$ cat config.mk
export PLATFORM = sky130hd
export DESIGN_NAME = pixel_req_scheduler
export DESIGN_NICKNAME = d
export VERILOG_FILES = /design/src/rtl/iscore_pkg.sv /design/src/rtl/color.sv /design/src/rtl/rr_arbiter.sv /design/src/rtl/pixel_req_scheduler.sv
export SDC_FILE = /design/constraint.sdc
export NUM_CORES = 1
export LEC_CHECK = 0
export ABC_CLOCK_PERIOD_IN_PS = 4600
export BUFFER_PORTS_ARGS = -buffer_cell sky130_fd_sc_hd__buf_2
export CORE_UTILIZATION = 53
export CTS_CLUSTER_SIZE = 40
export DETAILED_ROUTE_END_ITERATION = 16
export PLACE_DENSITY_LB_ADDON = 0.12
export RECOVER_POWER = 50
export SETUP_SLACK_MARGIN = 0.02
export SLEW_MARGIN = 20
export SYNTH_ARGS = -nofsm -noshare
export SYNTH_HDL_FRONTEND = slang
export SYNTH_SLANG_ARGS = --single-unit
export TNS_END_PERCENT = 50
$ cat constraint.sdc
create_clock -name clk -period 4.6 [get_ports clk]
set_input_delay 0.92 -clock clk [delete_from_list [all_inputs] [get_ports clk]]
set_output_delay 0.92 -clock clk [all_outputs]
set_load 0.05 [all_outputs]
$ cat src/rtl/iscore_pkg.sv
// rtl/iscore_pkg.sv - shared pixel-type constants, RGB width and coordinate typedef
package iscore_pkg;

    localparam logic [1:0] PT_NOTE   = 2'b00;
    localparam logic [1:0] PT_STAFF  = 2'b01;
    localparam logic [1:0] PT_CURSOR = 2'b10;
    localparam logic [1:0] PT_BG     = 2'b11;

    localparam int RGB_W = 24;

    typedef struct packed {
        logic [9:0] y;
        logic [9:0] x;
    } coord_t;

    // The overlay never renders notes, so a NOTE code from it is painted as background.
    function automatic logic [1:0] ovl_ptype_legal(input logic [1:0] ptype);
        return (ptype == PT_NOTE) ? PT_BG : ptype;
    endfunction

endpackage

$ cat src/rtl/color.sv
// rtl/color.sv - combinational pixel/instrument type to RGB lookup
module color
    import iscore_pkg::*;
(
    input  logic [1:0]       pixel_type,
    input  logic [1:0]       instrument_type,
    output logic [RGB_W-1:0] rgb
);

    // Notes are colored per instrument; staff and cursor are white; background is black.
    always_comb begin
        rgb = '0;
        case (pixel_type)
            PT_NOTE: begin
                case (instrument_type)
                    2'd0:    rgb = 24'hFF0000;
                    2'd1:    rgb = 24'h00FF00;
                    2'd2:    rgb = 24'h0000FF;
                    default: rgb = 24'hFFFFFF;
                endcase
            end
            PT_STAFF, PT_CURSOR: rgb = 24'hFFFFFF;
            default:             rgb = '0;
        endcase
    end

endmodule

$ cat src/rtl/rr_arbiter.sv
// rtl/rr_arbiter.sv - N-way round-robin grant with pointer advance on use
module rr_arbiter #(
    parameter int N = 3,
    localparam int IDX_W = (N > 1) ? $clog2(N) : 1
) (
    input  logic             clk,
    input  logic             rst_n,
    input  logic [N-1:0]     req,
    input  logic             advance,
    output logic [N-1:0]     grant,
    output logic [IDX_W-1:0] grant_idx
);

    logic [IDX_W-1:0] rr_ptr;
    logic             found;
    int               idx;

    // First requester at or after rr_ptr, scanning with wrap-around.
    always_comb begin
        grant     = '0;
        grant_idx = '0;
        found     = 1'b0;
        idx       = 0;
        for (int k = 0; k < N; k++) begin
            idx = int'(rr_ptr) + k;
            if (idx >= N) begin
                idx = idx - N;
            end
            if (!found && req[idx]) begin
                found      = 1'b1;
                grant[idx] = 1'b1;
                grant_idx  = IDX_W'(idx);
            end
        end
    end

    // Move the pointer just past the requester that was actually served.
    always_ff @(posedge clk or negedge rst_n) begin
        if (!rst_n) begin
            rr_ptr <= '0;
        end else if (advance) begin
            if (grant_idx == IDX_W'(N - 1)) begin
                rr_ptr <= '0;
            end else begin
                rr_ptr <= grant_idx + IDX_W'(1);
            end
        end
    end

endmodule

$ cat src/rtl/pixel_req_scheduler.sv
// rtl/pixel_req_scheduler.sv - arbitrates instrument/overlay pixel requests into a 2-stage color pipeline
module pixel_req_scheduler
    import iscore_pkg::*;
#(
    parameter int N_INST     = 3,
    parameter int COORD_W    = 20,
    parameter int STARVE_MAX = 4
) (
    input  logic                      clk,
    input  logic                      rst_n,
    input  logic [N_INST-1:0]         inst_valid,
    input  logic [N_INST*COORD_W-1:0] inst_coord,
    output logic [N_INST-1:0]         inst_ready,
    input  logic                      ovl_valid,
    input  logic [1:0]                ovl_ptype,
    input  logic [COORD_W-1:0]        ovl_coord,
    output logic                      ovl_ready,
    output logic                      out_valid,
    output logic [RGB_W-1:0]          out_rgb,
    output logic [COORD_W-1:0]        out_coord,
    input  logic                      out_ready
);

    localparam int IDX_W = (N_INST > 1) ? $clog2(N_INST) : 1;
    localparam int CNT_W = $clog2(STARVE_MAX + 1);

    // Stage A: granted request waiting for its color lookup.
    logic               a_valid;
    logic [1:0]         a_ptype;
    logic [1:0]         a_itype;
    logic [COORD_W-1:0] a_coord;

    // Stage B: finished pixel presented downstream.
    logic               b_valid;
    logic [RGB_W-1:0]   b_rgb;
    logic [COORD_W-1:0] b_coord;

    logic [CNT_W-1:0]   starve_cnt;

    logic               b_load;
    logic               a_load;
    logic               any_inst;
    logic               force_inst;
    logic               grant_inst;
    logic               grant_ovl;
    logic [N_INST-1:0]  arb_grant;
    logic [IDX_W-1:0]   arb_idx;
    logic [COORD_W-1:0] grant_coord;
    logic [1:0]         color_ptype;
    logic [1:0]         color_itype;
    logic [RGB_W-1:0]   color_rgb;

    assign b_load   = !b_valid || out_ready;
    assign a_load   = !a_valid || b_load;
    assign any_inst = |inst_valid;

    // Once the overlay has won STARVE_MAX times in a row, a waiting instrument goes first.
    assign force_inst = (starve_cnt == CNT_W'(STARVE_MAX)) && any_inst;
    assign grant_inst = rst_n && a_load && any_inst && (force_inst || !ovl_valid);
    assign grant_ovl  = rst_n && a_load && ovl_valid && !force_inst;

    assign inst_ready = grant_inst ? arb_grant : '0;
    assign ovl_ready  = grant_ovl;

    rr_arbiter #(
        .N(N_INST)
    ) u_rr_arbiter (
        .clk       (clk),
        .rst_n     (rst_n),
        .req       (inst_valid),
        .advance   (grant_inst),
        .grant     (arb_grant),
        .grant_idx (arb_idx)
    );

    // Pick the coordinate slice of whichever instrument the arbiter selected.
    always_comb begin
        grant_coord = '0;
        for (int i = 0; i < N_INST; i++) begin
            if (arb_grant[i]) begin
                grant_coord = inst_coord[i*COORD_W +: COORD_W];
            end
        end
    end

    // An empty stage A presents background so the lookup output is well defined.
    always_comb begin
        color_ptype = a_valid ? a_ptype : PT_BG;
        color_itype = a_valid ? a_itype : 2'd0;
    end

    color u_color (
        .pixel_type      (color_ptype),
        .instrument_type (color_itype),
        .rgb             (color_rgb)
    );

    // Stage A captures the granted request whenever it is free or draining into B.
    always_ff @(posedge clk or negedge rst_n) begin
        if (!rst_n) begin
            a_valid <= 1'b0;
            a_ptype <= PT_BG;
            a_itype <= '0;
            a_coord <= '0;
        end else if (a_load) begin
            a_valid <= grant_inst || grant_ovl;
            if (grant_inst) begin
                a_ptype <= PT_NOTE;
                a_itype <= 2'(arb_idx);
                a_coord <= grant_coord;
            end else if (grant_ovl) begin
                a_ptype <= ovl_ptype_legal(ovl_ptype);
                a_itype <= '0;
                a_coord <= ovl_coord;
            end
        end
    end

    // Stage B registers the looked-up color; data only changes when a real pixel arrives.
    always_ff @(posedge clk or negedge rst_n) begin
        if (!rst_n) begin
            b_valid <= 1'b0;
            b_rgb   <= '0;
            b_coord <= '0;
        end else if (b_load) begin
            b_valid <= a_valid;
            if (a_valid) begin
                b_rgb   <= color_rgb;
                b_coord <= a_coord;
            end
        end
    end

    // Count consecutive overlay wins that happened while an instrument was waiting.
    always_ff @(posedge clk or negedge rst_n) begin
        if (!rst_n) begin
            starve_cnt <= '0;
        end else if (grant_inst || !any_inst) begin
            starve_cnt <= '0;
        end else if (grant_ovl) begin
            if (starve_cnt != CNT_W'(STARVE_MAX)) begin
                starve_cnt <= starve_cnt + CNT_W'(1);
            end
        end
    end

    assign out_valid = b_valid;
    assign out_rgb   = b_rgb;
    assign out_coord = b_coord;

endmodule

==> results.sh, run 1 <==
export IMPL_timing_hold_worst_start="a_ptype[1]"
export IMPL_antenna_found_initial=0
export IMPL_final_area_um2=4111
export IMPL_crit_chain="inv_1 -> ha_1 -> and4bb_1 -> a31oi_1 -> or3b_1 -> a311oi_2 -> buf_2"
export IMPL_clock_path_buffers=2
export IMPL_post_synth_inst_count=348
export IMPL_number_of_global_route_vias_before_repair=2822
export IMPL_synth_warn=0
export IMPL_grt_met3_usage_pct=5.765
export IMPL_antenna_violating_nets_post_route=0
export IMPL_critical_path_top_delay_family="simple AND/OR/NAND/NOR gates"
export IMPL_detailed_place_area_um2=4036
export IMPL_rr_endpoint="a_coord[8]"
export IMPL_hold_path_class="reg -> reg"
export IMPL_synthesis_area_per_instance_um2=10.06
export IMPL_ir_drop_v=0.0005904
export IMPL_netlist_top_cells_area="sky130_fd_sc_hd__dfrtp_1 37%, sky130_fd_sc_hd__o221ai_2 8.6%, sky130_fd_sc_hd__mux2_2 6.4%, sky130_fd_sc_hd__mux2i_1 6.3%, sky130_fd_sc_hd__buf_4 5.1%"
export IMPL_layout_filler_cells=542
export IMPL_drt_pass1_iterations=4
export IMPL_floorplan_die_area_um2=6937
export IMPL_cp_max_stage_cell="sky130_fd_sc_hd__ha_1"
export IMPL_postSynthRegisterBits=54
export IMPL_synthXorXnorAreaFrac_pct=0.2501
export IMPL_worst_setup_path_type="reg -> out"
export IMPL_adder_and_majority_gate_portion_of_the_synthesized_area_pct=2.858
export IMPL_yosysTopAreaCell="sky130_fd_sc_hd__dfrtp_1"
export IMPL_clock_sinks=54
export IMPL_synth_seq_area_share_pct=38.66
export IMPL_cp_end_kind="primary output"
export IMPL_asyncSetResetFlopFracSynth_pct=100.0
export IMPL_r2r_setup_slack_ps=1720
export IMPL_post_route_min_period_ps=3500
export IMPL_finalHoldViolCount=0
export IMPL_mappedNetlistArea_um2=3502
export IMPL_post_route_cells_drive_above_1_share_pct=37.89
export IMPL_antenna_diode_count=0
export IMPL_tritoncts="yes"
export IMPL_route_detailed_drc=0
export IMPL_timing_slew_headroom_pct=30.87
export IMPL_number_of_rows_created_at_floorplan=29
export IMPL_run_status="finished clean"
export IMPL_gr_usage_met2_pct=39.20
export IMPL_yosys_cell_count_top_type="sky130_fd_sc_hd__dfrtp_1"
export IMPL_power_per_cell_area_nw_per_um2=665.1
export IMPL_timing_fmax_mhz=285.7
export IMPL_synthesis_nets=445
export IMPL_synth_edff_count=0
export IMPL_critical_path_arrival_ps=2580
export IMPL_grt_usage_pct=23.84
export IMPL_synth_top_area_share_pct=37.16
export IMPL_unrepaired_setup_endpoints_after_global_routing="false"
export IMPL_clock_insertion_delay_worst_skew_ps=300
export IMPL_num_vias=2954
export IMPL_final_setup_skew_ps=11.59
export IMPL_number_of_buffers_added_for_setup_after_cts=0
export IMPL_initialDrtViolationCount=132
export IMPL_post_synthesis_cell_type_count=47
export IMPL_whs_path_depth=2
export IMPL_core_area_um2=6350
export IMPL_tightest_slew_ps=1034
export IMPL_wp_buf_inv=2
export IMPL_period_utilization_post_route_pct=76.09
export IMPL_max_capacitance_violation_count=0
export IMPL_grt_busiest_layer="met2"
export IMPL_die_height_um=83.29
export IMPL_cts_root_buffer="sky130_fd_sc_hd__clkbuf_8"
export IMPL_routed_wire_length_per_instance_um=15.13
export IMPL_synth_compound_area_share_pct=22.90
export IMPL_leakage_nw=1.934
export IMPL_setup_total_negative_slack_ps=0
export IMPL_final_routed_wirelength_um=8035
export IMPL_critPathLaunchType="flop"
export IMPL_crit_reg2reg_launch="u_rr_arbiter.rr_ptr[1]"
export IMPL_seqCellArea_um2=1354
export IMPL_area_growth_syn_to_layout_pct=17.40
export IMPL_hpwl_um=5798
export IMPL_timing_final_max_slew_violations=0
export IMPL_clock_tree_htree_level_count=2
export IMPL_min_to="a_ptype[1]"
export IMPL_grt_max_degree=56
export IMPL_setup_violations=0
export IMPL_globalRoute_totalOverflow=0
export IMPL_grt_first_pass_wirelength_um=13410
export IMPL_synth_simple_gate_area_share_pct=11.22
export IMPL_globalplace_congestion=0.9711
export IMPL_netlist_top_cells_count="52 x sky130_fd_sc_hd__dfrtp_1, 29 x sky130_fd_sc_hd__inv_1, 25 x sky130_fd_sc_hd__nand3_1"
export IMPL_design_portCount=138
export IMPL_holdBufCountCts=0
export IMPL_viasPerCell=5.563
export IMPL_multiInputGateArea_um2=1754
export IMPL_die_width_um=83.29
export IMPL_crit_fanout=11
export IMPL_met1_usage_pct=32.17
export IMPL_layout_nets=550
export IMPL_post_cts_resized=0
export IMPL_critPathRequiredTime_ps=3680
export IMPL_port_buffer_cells=137
export IMPL_cts_inserted_buffers=5
export IMPL_initial_utilization_pct=55.15
export IMPL_reg2regPathDepth=8
export IMPL_synth_main_ff_cell="sky130_fd_sc_hd__dfrtp_1"
export IMPL_crit_path_max_incr_delay_ps=430
export IMPL_largest_family_of_logic_cells_by_synthesized_area="compound AO/OA/AOI/OAI gates"
export IMPL_synth_mux_area_share_pct=12.72
export IMPL_cts_reportedPaths_clkPinSlew_ps=90
flip-flops by register name, indices dropped and copies added, names as in the netlist:
name,count
out_coord,20
starve_cnt,3
out_valid,1
a_coord,20
out_rgb,3
a_itype,2
a_valid,1
u_rr_arbiter.rr_ptr,2
a_ptype,2
cell type report:
| class | instances | area share [%] |
|---|---|---|
| Clock buffer | 7 | 2.343 |
| Sequential cell | 54 | 32.93 |
| Clock inverter | 1 | 0.2130 |
| Inverter | 29 | 2.648 |
| Timing Repair Buffer | 142 | 16.86 |
| Multi-Input combinational cell | 221 | 42.67 |
| Tap cell | 77 | 2.343 |
logic make-up (layout without fill, tap and decap cells):
kind of cell / Yosys count / in the layout
buffers and inverters: 73 / 179
xor gates and xnor gates: 1 / 1
muxes: 42 / 42
AOI/OAI and AO/OA: 97 / 97
DFF: 54 / 54
and+or+nand+nor: 73 / 73
adders and majority gates: 8 / 8
layer usage:
metal  wire length, um  vias up  part of all wire [%]
met5                 0        -                     0
met4                62        0                  0.77
met3               713        6                   8.9
met2              3801      137                    47
met1              3458     1369                    43
li1                  -     1442                     -
through the flow:
stage / worst slack (ps) / hold slack (ps) / instances / total power [mW] / utilization, %
CTS: 1099 / 485.1 / 531 / 2.776 / 65.22
global placement: 1167 / 466.8 / 523 / 2.460 / 63.57
global route: 985.3 / 531.0 / 531 / 2.900 / 64.75
detailed placement: 1126 / 472.3 / 523 / 2.488 / 63.57
floorplan: 814.6 / 450.6 / 348 / 2.212 / -
finish: 1100 / 482.7 / 531 / 2.735 / 64.75
layout by cell type, fill, tap and decap left out, drive strengths merged, types with 3 or more instances in the layout:
cell      n
buf     118
dfrtp    52
clkbuf   31
inv      29
o21ai    27
nand3    25
mux2i    22
o221ai   21
mux2     20
o21a     20
nand2    15
a21oi    10
ha        8
nand2b    6
nor2      6
a31oi     4
nand3b    4
o31ai     3
nor3      3
tightest hold or removal path: cells and delay by family (launching register included):
kind	cells	cell delay, ps
AOI/OAI and AO/OA	1	60
DFF	1	380
and+or+nand+nor	1	40
power breakdown:
group	leakage (nW)	switching, mW	internal, mW
clock network	0.0544	0.148	0.138
logic	1.21	1.16	0.486
registers	0.667	0.126	0.680
total	1.93	1.43	1.30
worst max path at each step:
stage	from	endpoint	cells past startpoint
2_1_floorplan	out_ready	inst_ready[0]	5
6_report	u_rr_arbiter.rr_ptr[0]	inst_ready[1]	7
3_3_place_gp	out_ready	inst_ready[1]	6
3_5_place_dp	out_ready	inst_ready[1]	6
5_1_grt	u_rr_arbiter.rr_ptr[0]	inst_ready[1]	7
4_1_cts	u_rr_arbiter.rr_ptr[0]	inst_ready[1]	7
(Power assumes the default switching activity.)
==> run 2, diff against run 1 <==
ABC_AREA = 1   (was unset)
ABC_CLOCK_PERIOD_IN_PS = 3550   (was 4600)
CORE_UTILIZATION = 49   (was 53)
clock period = 3.55 ns   (was 4.6 ns; I/O delays follow)
==> run 2 against run 1 <==
  * Via count increased by 9.1%
  * Sequential share of layout area increased by 0.96 points
  * Design area decreased by 2.8%
  * Clock skew decreased by 1.4 ps
  * Global-route usage decreased by 0.58 points
  * Critical path type unchanged
  * Total power increased by 50%
  * Flip-flop and latch count unchanged
  * Routed wire length increased by 3.3%
  * Synthesized cell count increased by 33%
  * Die area increased by 5.3%
==> results.sh, run 2 <==
export IMPL_synthesis_nets=559
export IMPL_clock_sinks=54
export IMPL_layout_nets=663
export IMPL_hold_path_class="reg -> reg"
export IMPL_top_signal_layer_used="met4"
export IMPL_layout_filler_cells=681
export IMPL_die_height_um=85.46
export IMPL_routed_wl_met2_um=3605
export IMPL_grt_first_pass_wirelength_um=13540
export IMPL_yosysTopAreaCell="sky130_fd_sc_hd__dfrtp_1"
export IMPL_critPathRequiredTime_ps=2840
export IMPL_postSynthRegisterBits=54
export IMPL_seqCellArea_um2=1354
export IMPL_netlist_top_cells_count="127 x sky130_fd_sc_hd__nand2_1, 52 x sky130_fd_sc_hd__dfrtp_1, 45 x sky130_fd_sc_hd__inv_1"
export IMPL_globalRoute_totalOverflow=0
export IMPL_post_route_min_period_ps=3273
export IMPL_cp_end_kind="primary output"
export IMPL_grt_usage_pct=23.27
export IMPL_synth_seq_area_share_pct=39.66
export IMPL_power_combinational_fraction_pct=66.5
export IMPL_clockPowerShare_pct=8.6
export IMPL_tightest_slew_ps=1306
export IMPL_setup_violations=0
export IMPL_antenna_violating_nets_post_route=0
export IMPL_unrepaired_setup_endpoints_after_global_routing="false"
export IMPL_power_per_cell_area_nw_per_um2=1030
export IMPL_fin_util_pct=59.13
export IMPL_layout_cells_most_common_list="127 x sky130_fd_sc_hd__nand2_1, 117 x sky130_fd_sc_hd__buf_2, 52 x sky130_fd_sc_hd__dfrtp_1"
export IMPL_initial_utilization_pct=50.52
export IMPL_floorplan_die_area_um2=7303
export IMPL_cts_reportedPaths_clkPinSlew_ps=100
export IMPL_synth_top_area_share_pct=38.12
export IMPL_met1Wirelength_um=4201
export IMPL_asyncSetResetFlopFracSynth_pct=100.0
export IMPL_post_synth_inst_count=462
export IMPL_yosys_cell_count_top_type="sky130_fd_sc_hd__nand2_1"
export IMPL_grt_max_degree=55
export IMPL_max_capacitance_violation_count=0
export IMPL_number_of_global_route_vias_before_repair=2860
export IMPL_power_sequential_fraction_pct=25.0
export IMPL_initialDrtViolationCount=108
export IMPL_synth_edff_count=0
export IMPL_design_portCount=138
export IMPL_run_status="finished clean"
export IMPL_synth_warn=0
export IMPL_area_growth_syn_to_layout_pct=17.05
export IMPL_power_switching_share_pct=59.03
export IMPL_ir_drop_v=0.0007608
export IMPL_routed_wire_length_per_instance_um=12.82
export IMPL_intPower_mw=1.685
export IMPL_synthesis_area_per_instance_um2=7.388
export IMPL_mappedNetlistArea_um2=3413
export IMPL_synth_main_ff_cell="sky130_fd_sc_hd__dfrtp_1"
export IMPL_final_setup_skew_ps=10.21
export IMPL_wl_met3_um=440
export IMPL_clock_path_buffers=2
export IMPL_clock_tree_htree_level_count=2
export IMPL_multiInputGateArea_um2=1578
export IMPL_viasPerCell=4.981
export IMPL_period_utilization_post_route_pct=92.19
export IMPL_hpwl_um=6249
export IMPL_globalplace_congestion=0.8714
export IMPL_timing_fmax_mhz=305.5
export IMPL_crit_fanout=21
export IMPL_critical_path_arrival_ps=2560
export IMPL_setup_total_negative_slack_ps=0
export IMPL_antenna_found_initial=0
export IMPL_finalHoldViolCount=0
export IMPL_port_buffer_cells=137
export IMPL_cts_inserted_buffers=5
export IMPL_timing_slew_headroom_pct=12.92
export IMPL_post_route_cells_drive_above_1_share_pct=29.81
export IMPL_p_sw_mw=2.429
export IMPL_final_routed_wirelength_um=8297
export IMPL_worst_setup_path_type="reg -> out"
export IMPL_tritoncts="yes"
export IMPL_drt_pass1_iterations=4
export IMPL_post_synthesis_cell_type_count=29
export IMPL_num_vias=3223
export IMPL_layout_commonest_cell="sky130_fd_sc_hd__nand2_1"
export IMPL_die_width_um=85.46
export IMPL_number_of_rows_created_at_floorplan=30
export IMPL_antenna_diode_count=0
export IMPL_timing_final_max_slew_violations=0
export IMPL_critPathLaunchType="flop"
export IMPL_core_area_um2=6756
export IMPL_holdBufCountCts=0
export IMPL_route_detailed_drc=0
export IMPL_leakage_nw=2.196
export IMPL_netlist_top_cells_area="sky130_fd_sc_hd__dfrtp_1 38%, sky130_fd_sc_hd__nand2_1 14%, sky130_fd_sc_hd__a21oi_1 6.5%, sky130_fd_sc_hd__a21oi_2 5.1%, sky130_fd_sc_hd__o21ai_0 5.1%"
export IMPL_cts_root_buffer="sky130_fd_sc_hd__clkbuf_8"
export IMPL_clock_insertion_delay_worst_skew_ps=310
run 2: changes by cell type after synthesis, moves of 16 or more:
cell / before / now
sky130_fd_sc_hd__mux2_2: 20 / 0
sky130_fd_sc_hd__inv_1: 29 / 45
sky130_fd_sc_hd__o221ai_2: 20 / 0
sky130_fd_sc_hd__o21a_1: 20 / 0
sky130_fd_sc_hd__a21oi_2: 0 / 20
sky130_fd_sc_hd__a21oi_1: 10 / 44
sky130_fd_sc_hd__nor2_1: 6 / 26
sky130_fd_sc_hd__nand2_1: 14 / 127
sky130_fd_sc_hd__mux2i_1: 22 / 0
run 2: metal layers:
metal / up-vias / global-route usage [%]
met5: - / 0
met4: 0 / 5.000
met3: 6 / 3.405
met2: 124 / 34.98
met1: 1429 / 35.51
li1: 1664 / -
run 2: metrics by stage:
stage	cells	power (mW)	area [um^2]	hold slack (ps)	setup slack, ps
global placement	639	3.722	3926	455.6	622.9
finish	647	4.114	3995	472.6	277.1
floorplan	462	3.504	3413	414.4	655.1
global route	647	4.438	3995	492.2	39.50
detailed placement	639	3.776	3926	460.1	493.2
CTS	647	4.135	4018	475.7	141.7
run 2: kinds of logic (layout without fill, tap and decap cells):
family                   count (synthesis)  after routing  share of synthesized area [%]
AO/OA/AOI/OAI                          106            106                          18.18
adder cells (fa/ha/maj)                  8              8                          2.933
AND/OR/NAND/NOR                        200            200                          24.96
flip-flops                              54             54                          39.66
buffers and inverters                   94            199                          14.26
run 2: timing repair:
action | in CTS | in global routing
setup endpoints to repair | 0 | 1
setup buffers | 0 | 0
gates resized for setup | 0 | 2
run 2: power groups by stage:
stage | combinational (mW) | clock, mW | sequential, mW
6_report | 2.73 | 0.352 | 1.03
3_5_place_dp | 2.74 | 0 | 1.04
5_1_grt | 2.99 | 0.381 | 1.07
4_1_cts | 2.75 | 0.357 | 1.03
2_1_floorplan | 2.01 | 0 | 1.50
3_3_place_gp | 2.69 | 0 | 1.03
run 2: layout make-up:
class                      count  share of cell area [%]
multi-input combinational    314                   39.49
sequential                    54                   33.89
timing repair buffer         140                   17.04
inverter                      51                   4.792
tap                           80                   2.505
clock buffer                   7                   2.161
clock inverter                 1                  0.1253
run 2: worst paths after layout:
check	slack, ps	depth (start not counted)	end	start
max in group asynchronous	1940	2	out_coord[7]	rst_n
min in group asynchronous	820	2	out_rgb[22]	rst_n
max	280	12	inst_ready[1]	u_rr_arbiter.rr_ptr[0]
max reg2reg	1040	13	a_coord[5]	u_rr_arbiter.rr_ptr[0]
min reg2reg	470	2	a_ptype[1]	a_ptype[1]
min	470	2	a_ptype[1]	a_ptype[1]
run 2: critical path, stage by stage (launching register included):
cell and delay, ps:
sky130_fd_sc_hd__dfrtp_1 390, sky130_fd_sc_hd__inv_1 80, sky130_fd_sc_hd__ha_1 380, sky130_fd_sc_hd__inv_1 130, sky130_fd_sc_hd__nand2_1 60, sky130_fd_sc_hd__nand3_1 80
sky130_fd_sc_hd__nand2_2 100, sky130_fd_sc_hd__nor2_2 140, sky130_fd_sc_hd__nand3_1 130, sky130_fd_sc_hd__nand2_4 220, sky130_fd_sc_hd__inv_2 180, sky130_fd_sc_hd__nor2_1 120
sky130_fd_sc_hd__clkbuf_4 240
